<file path="config.mk">
export PLATFORM = sky130hd
export DESIGN_NAME = rle_decompressor
export DESIGN_NICKNAME = d
export VERILOG_FILES = /design/src/rtl/rle_decompressor.sv
export SDC_FILE = /design/constraint.sdc
export NUM_CORES = 1
export LEC_CHECK = 0
export BUFFER_PORTS_ARGS = -buffer_cell sky130_fd_sc_hd__buf_2
export CORE_UTILIZATION = 40
export DETAILED_ROUTE_END_ITERATION = 8
export PLACE_DENSITY = 0.64
export SYNTH_ARGS = -nofsm -noshare
export SYNTH_HDL_FRONTEND = slang
export SYNTH_SLANG_ARGS = --single-unit
</file>
<file path="constraint.sdc">
create_clock -name clk -period 1.99 [get_ports clk]
set_input_delay 0.0995 -clock clk [delete_from_list [all_inputs] [get_ports clk]]
set_output_delay 0.0995 -clock clk [all_outputs]
set_load 0.02 [all_outputs]
</file>
<file path="src/rtl/rle_decompressor.sv">
// rle_decompressor: expands (pixel, count) run-length pairs into a raw 8-bit pixel stream.
// Latency: a pair accepted in cycle N gives its first pixel in cycle N+1. A run of L takes L cycles, plus one fetch cycle between runs.
// Backpressure: ready_out is high only while fetching a pair. pixel_valid and pixel_out hold steady until pixel_ready.
//
// Ports:
//   clk, rst                     clock (rising edge), asynchronous active-high reset
//   start                        one-cycle pulse that arms a new frame; honoured only in IDLE
//   data_in/count_in/last_in     run pixel, run length and end-of-frame marker
//   valid_in/ready_out           pair handshake
//   pixel_out/pixel_valid/pixel_ready   expanded pixel stream handshake
//   done                         one-cycle end-of-frame pulse
//   pixel_count/pair_count       per-frame statistics; they hold until the next start
//   err                          sticky error flag
// Optional feature macro: RLE_DEC_ERR_CHECK_EN enables err.
//   err is set by a zero-count pair, by a run overrun, or by a last_in frame that is short.
//   When the macro is absent, err is tied low.
module rle_decompressor #(
  parameter int MAX_PIXELS = 1024
) (
  input  logic        clk,
  input  logic        rst,
  input  logic        start,
  input  logic [7:0]  data_in,
  input  logic [7:0]  count_in,
  input  logic        last_in,
  input  logic        valid_in,
  output logic        ready_out,
  output logic [7:0]  pixel_out,
  output logic        pixel_valid,
  input  logic        pixel_ready,
  output logic        done,
  output logic [15:0] pixel_count,
  output logic [15:0] pair_count,
  output logic        err
);

  localparam logic [15:0] MAX16 = 16'(MAX_PIXELS);

  typedef enum logic [1:0] {
    S_IDLE   = 2'd0,
    S_FETCH  = 2'd1,
    S_EMIT   = 2'd2,
    S_FINISH = 2'd3
  } state_t;

  state_t      r_state;
  state_t      w_next;
  logic [7:0]  r_pixel;
  logic [7:0]  r_remaining;
  logic        r_last;
  logic [15:0] r_pixel_count;
  logic [15:0] r_pair_count;

  logic        w_accept;
  logic        w_xfer;
  logic [15:0] w_pc_inc;
  logic        w_hit_max;
  logic        w_run_end;

  assign w_accept  = (r_state == S_FETCH) & valid_in;
  assign w_xfer    = (r_state == S_EMIT) & pixel_ready;
  assign w_pc_inc  = r_pixel_count + 16'd1;
  // The beat now transferring is the last pixel this frame may carry.
  assign w_hit_max = (w_pc_inc == MAX16);
  // The beat now transferring is the final pixel of the current run.
  assign w_run_end = (r_remaining == 8'd1);

  always_ff @(posedge clk or posedge rst) begin
    if (rst) begin
      r_state <= S_IDLE;
    end else begin
      r_state <= w_next;
    end
  end

  always_comb begin
    w_next      = r_state;
    ready_out   = 1'b0;
    pixel_valid = 1'b0;
    done        = 1'b0;
    case (r_state)
      S_IDLE: begin
        if (start) w_next = S_FETCH;
      end
      S_FETCH: begin
        ready_out = 1'b1;
        if (w_accept) begin
          if (count_in != 8'd0) w_next = S_EMIT;
          else if (last_in)     w_next = S_FINISH;
        end
      end
      S_EMIT: begin
        pixel_valid = 1'b1;
        // Reaching MAX_PIXELS ends the frame even mid-run; the rest of the run is dropped.
        if (w_xfer) begin
          if (w_hit_max || (w_run_end && r_last)) w_next = S_FINISH;
          else if (w_run_end)                     w_next = S_FETCH;
        end
      end
      S_FINISH: begin
        done   = 1'b1;
        w_next = S_IDLE;
      end
      default: w_next = S_IDLE;
    endcase
  end

  always_ff @(posedge clk or posedge rst) begin
    if (rst) begin
      r_pixel       <= 8'd0;
      r_remaining   <= 8'd0;
      r_last        <= 1'b0;
      r_pixel_count <= 16'd0;
      r_pair_count  <= 16'd0;
    end else begin
      if ((r_state == S_IDLE) && start) begin
        r_pixel_count <= 16'd0;
        r_pair_count  <= 16'd0;
      end
      if (w_accept) begin
        r_pixel      <= data_in;
        r_remaining  <= count_in;
        r_last       <= last_in;
        r_pair_count <= r_pair_count + 16'd1;
      end
      if (w_xfer) begin
        r_remaining   <= r_remaining - 8'd1;
        r_pixel_count <= w_pc_inc;
      end
    end
  end

  assign pixel_out   = r_pixel;
  assign pixel_count = r_pixel_count;
  assign pair_count  = r_pair_count;

`ifdef RLE_DEC_ERR_CHECK_EN
  logic r_err;
  logic w_err_set;

  // Error sources, in order:
  //   1. a zero-count pair;
  //   2. MAX_PIXELS is reached while the run still has pixels left;
  //   3. a run flagged last ends before MAX_PIXELS.
  // A zero-count last pair is already covered by source 1.
  assign w_err_set = (w_accept && (count_in == 8'd0))
                   | (w_xfer && w_hit_max && !w_run_end)
                   | (w_xfer && w_run_end && r_last && !w_hit_max);

  always_ff @(posedge clk or posedge rst) begin
    if (rst) begin
      r_err <= 1'b0;
    end else if ((r_state == S_IDLE) && start) begin
      r_err <= 1'b0;
    end else if (w_err_set) begin
      r_err <= 1'b1;
    end
  end

  assign err = r_err;
`else
  assign err = 1'b0;
`endif

endmodule
</file>
==> results.ini <==
[global_routing]
grt_pass1_vias = 2469
grtUsageTotal_pct = 19.7
grt_remaining_overflow = 0
grt_pass1_wl_um = 11700
grt_start_max_net_pins = 22
antenna_found_initial = 0

[power_and_ir_drop]
powerDensity_nw_per_um2 = 809
vdd_drop_max_uv = 462
intPower_mw = 1.92
pwr-share-seq_pct = 47.9
swShare_pct = 34.4
power.combinational.fraction_pct = 27.8
clockPowerShare_pct = 24.3
power_leakage_nw = 1.67
finalPower_mw = 2.93
switching_power_mw = 1.01

[synthesis]
syn_inst = 329
synth_cell_types = 54
yosys_warnings = 0
avgSynthCellArea_um2 = 8.72
synth_seq_area_share_pct = 44.5
synth_seq_cells = 51
syn-cell-area_um2 = 2870
syn_nets = 356

[route]
vias_per_cell = 5.19
wl_um = 7020
wire_per_inst_um = 13.8
drc = 0
drt_iter0_drc = 167
firstDrtPassIters = 4
vias = 2647
ant_nets = 0

[placed_design]
place_congestion = 0.846
hpwl_um = 5070
port_buffers = 64
dp_cells = 493
place_ws_ns = 0.0392

[final_layout]
final_cell_count_no_fill = 510
layout-drive-gt1-share_pct = 26.6
area_growth_pct = 26.3
antenna_cells = 0
nets = 441

[timing]
fin_crit_ns = 1.94
fmax_mhz = 515
setup_ws_ns = 0.0469
worst_slew_pin_slew_ns = 0.554
fin_skew_ns = 0.0119
rsz0062_at_grt = true
setup_violations = 0
tns_ns = 0
maxSlewViolCount = 0
max_slew_margin_pct = 63.1
fin_crit_sh_pct = 97.6
finalHoldViolCount = 0

[floorplanning]
initial_utilization_pct = 41.8
rows = 30
die_area_um2 = 7520
die_w_um = 86.7
die_h_um = 86.7
ios = 66
coreArea_um2 = 6870

[clock_tree]
clk_latency_ns = 0.31
cts_root_buf = clkbuf_8
postCtsSetupBuffers = 0
cts_tree = done
clkTransAtPathRegs_ns = 0.09
clkSinkCount = 51
cts_buffer_depth = 2
htree_levels = 2
cts_buffers = 5

[setup_path]
worst_setup_path_start_kind = register
r2r_start = pixel_count[0]
crit_required_ns = 2.21
r2r_slack_ns = 0.05
crit_arrival_ns = 2.16
worstSetupEndpointType = register
critical_path_class = reg2reg
startpoint = pixel_count[0]
critPathMaxFanout = 6

[job]
drv_cap = 0

[min_path]
holdCritPathClass = in2reg
holdCritStartpoint = count_in[1]

[status]
outcome = completed

==> per-layer routing <==
metal | part of all wire, % | global-route usage, % | up-vias
met4 | 0.46 | 3.94 | 0
met5 | 0 | 0 | -
li1 | - | - | 1355
met2 | 48 | 31.7 | 56
met1 | 49 | 27.8 | 1234
met3 | 3.3 | 3.62 | 2
==> synth_stat cells (all sizes together) <==
master,number,area [um2]
a211o,1,8.76
o211ai,1,7.51
buf,5,32.5
and3,2,12.5
a21o,1,7.51
o41ai,2,17.5
o311a,1,10.0
o221a,3,33.8
nand2,51,191
a22o,2,17.5
a211oi,1,7.51
conb,1,3.75
mux2i,4,40.0
a41oi,1,8.76
or3,8,50.1
nor4,6,50.0
a21boi,1,7.51
or3b,1,8.76
and2,7,43.8
a221o,1,10.0
o221ai,1,8.76
nand4bb,1,11.3
nor2,28,105
nor3,7,46.3
inv,8,30.0
nor2b,3,18.8
o21ai,43,215
o2111ai,1,8.76
a2111oi,1,27.5
a21oi,15,75.1
clkbuf,12,45.0
nand2b,1,6.26
nand3,22,115
o311ai,1,8.76
o31ai,3,22.5
dfrtp,51,1280
ha,5,62.6
xnor2,3,33.8
o22ai,2,12.5
a31oi,4,25.0
and4,2,17.5
nand3b,2,15.0
o22a,1,8.76
nand4,12,105
==> placed cells by master (no fill, tap or decap), drive strengths merged, types with 4 or more instances in the layout <==
master / n
mux2i: 4
nand4: 12
nor2: 28
clkbuf: 5
ha: 5
nand2: 51
o21ai: 43
buf: 85
nor3: 7
a21oi: 15
nor4: 6
dlygate4sd3: 10
or3: 8
nand3: 22
and2: 7
dfrtp: 51
inv: 8
a31oi: 4
==> final cells by class <==
class / instances / area (um2)
Fill cell: 667 / 3240
Multi-Input combinational cell: 253 / 1510
Sequential cell: 51 / 1280
Timing Repair Buffer: 95 / 578
Tap cell: 96 / 120
Clock buffer: 5 / 68.8
Clock inverter: 2 / 37.5
Inverter: 8 / 30.0
==> metrics by stage <==
step | hold slack (ns) | area (um2) | utilization, %
2_1_floorplan | 0.205 | 2890 | -
3_3_place_gp | 0.143 | 3410 | 49.6
3_5_place_dp | 0.144 | 3410 | 49.6
4_1_cts | 0.0345 | 3610 | 52.6
5_1_grt | 0.0466 | 3630 | 52.8
6_report | 0.0449 | 3630 | 52.8
==> sequential cells by signal (all words and copies together) (netlist names) <==
register / count
r_last: 1
r_remaining: 8
pixel_count: 16
pair_count: 16
pixel_out: 8
r_state: 2
==> logic make-up (layout without fill, tap and decap cells) <==
kind of cell | Yosys count | after routing | share of synthesized area [%]
buf+inv | 25 | 110 | 3.75
fa+ha+maj | 5 | 5 | 2.18
simple gates | 153 | 153 | 27.8
flops | 51 | 51 | 44.5
xor+xnor | 3 | 3 | 1.18
other cells | 1 | 1 | 0.131
mux | 4 | 4 | 1.39
compound gates | 87 | 87 | 19.1
==> power by group through the flow <==
stage / clock [mW] / sequential, mW / combinational, mW
floorplan: 0 / 1.55 / 0.374
global placement: 0 / 1.41 / 0.791
detailed placement: 0 / 1.42 / 0.800
CTS: 0.743 / 1.40 / 0.819
global route: 0.769 / 1.44 / 0.909
finish: 0.712 / 1.41 / 0.814
==> timing repair <==
action,CTS,global route
resized for setup,0,4
hold endpoints to repair,28,0
setup endpoints to repair,0,18
hold buffers,10,0
==> path summary, 6_finish.rpt <==
path,cells past startpoint,end
max,7,r_state[0]
min,2,r_remaining[1]
max reg2reg,7,r_state[0]
min reg2reg,2,pixel_out[3]
max in group asynchronous,4,pixel_count[1]
min in group asynchronous,3,pair_count[14]
==> worst max-delay path, cell delays in order (launching register included) <==
cell	delay [ns]
dfrtp_2	0.44
buf_4	0.15
nand4_4	0.18
nor3_4	0.27
nand3_1	0.15
a2111oi_4	0.40
a21boi_1	0.11
o221ai_1	0.16
Note: power is estimated with default switching activity, not from simulation.
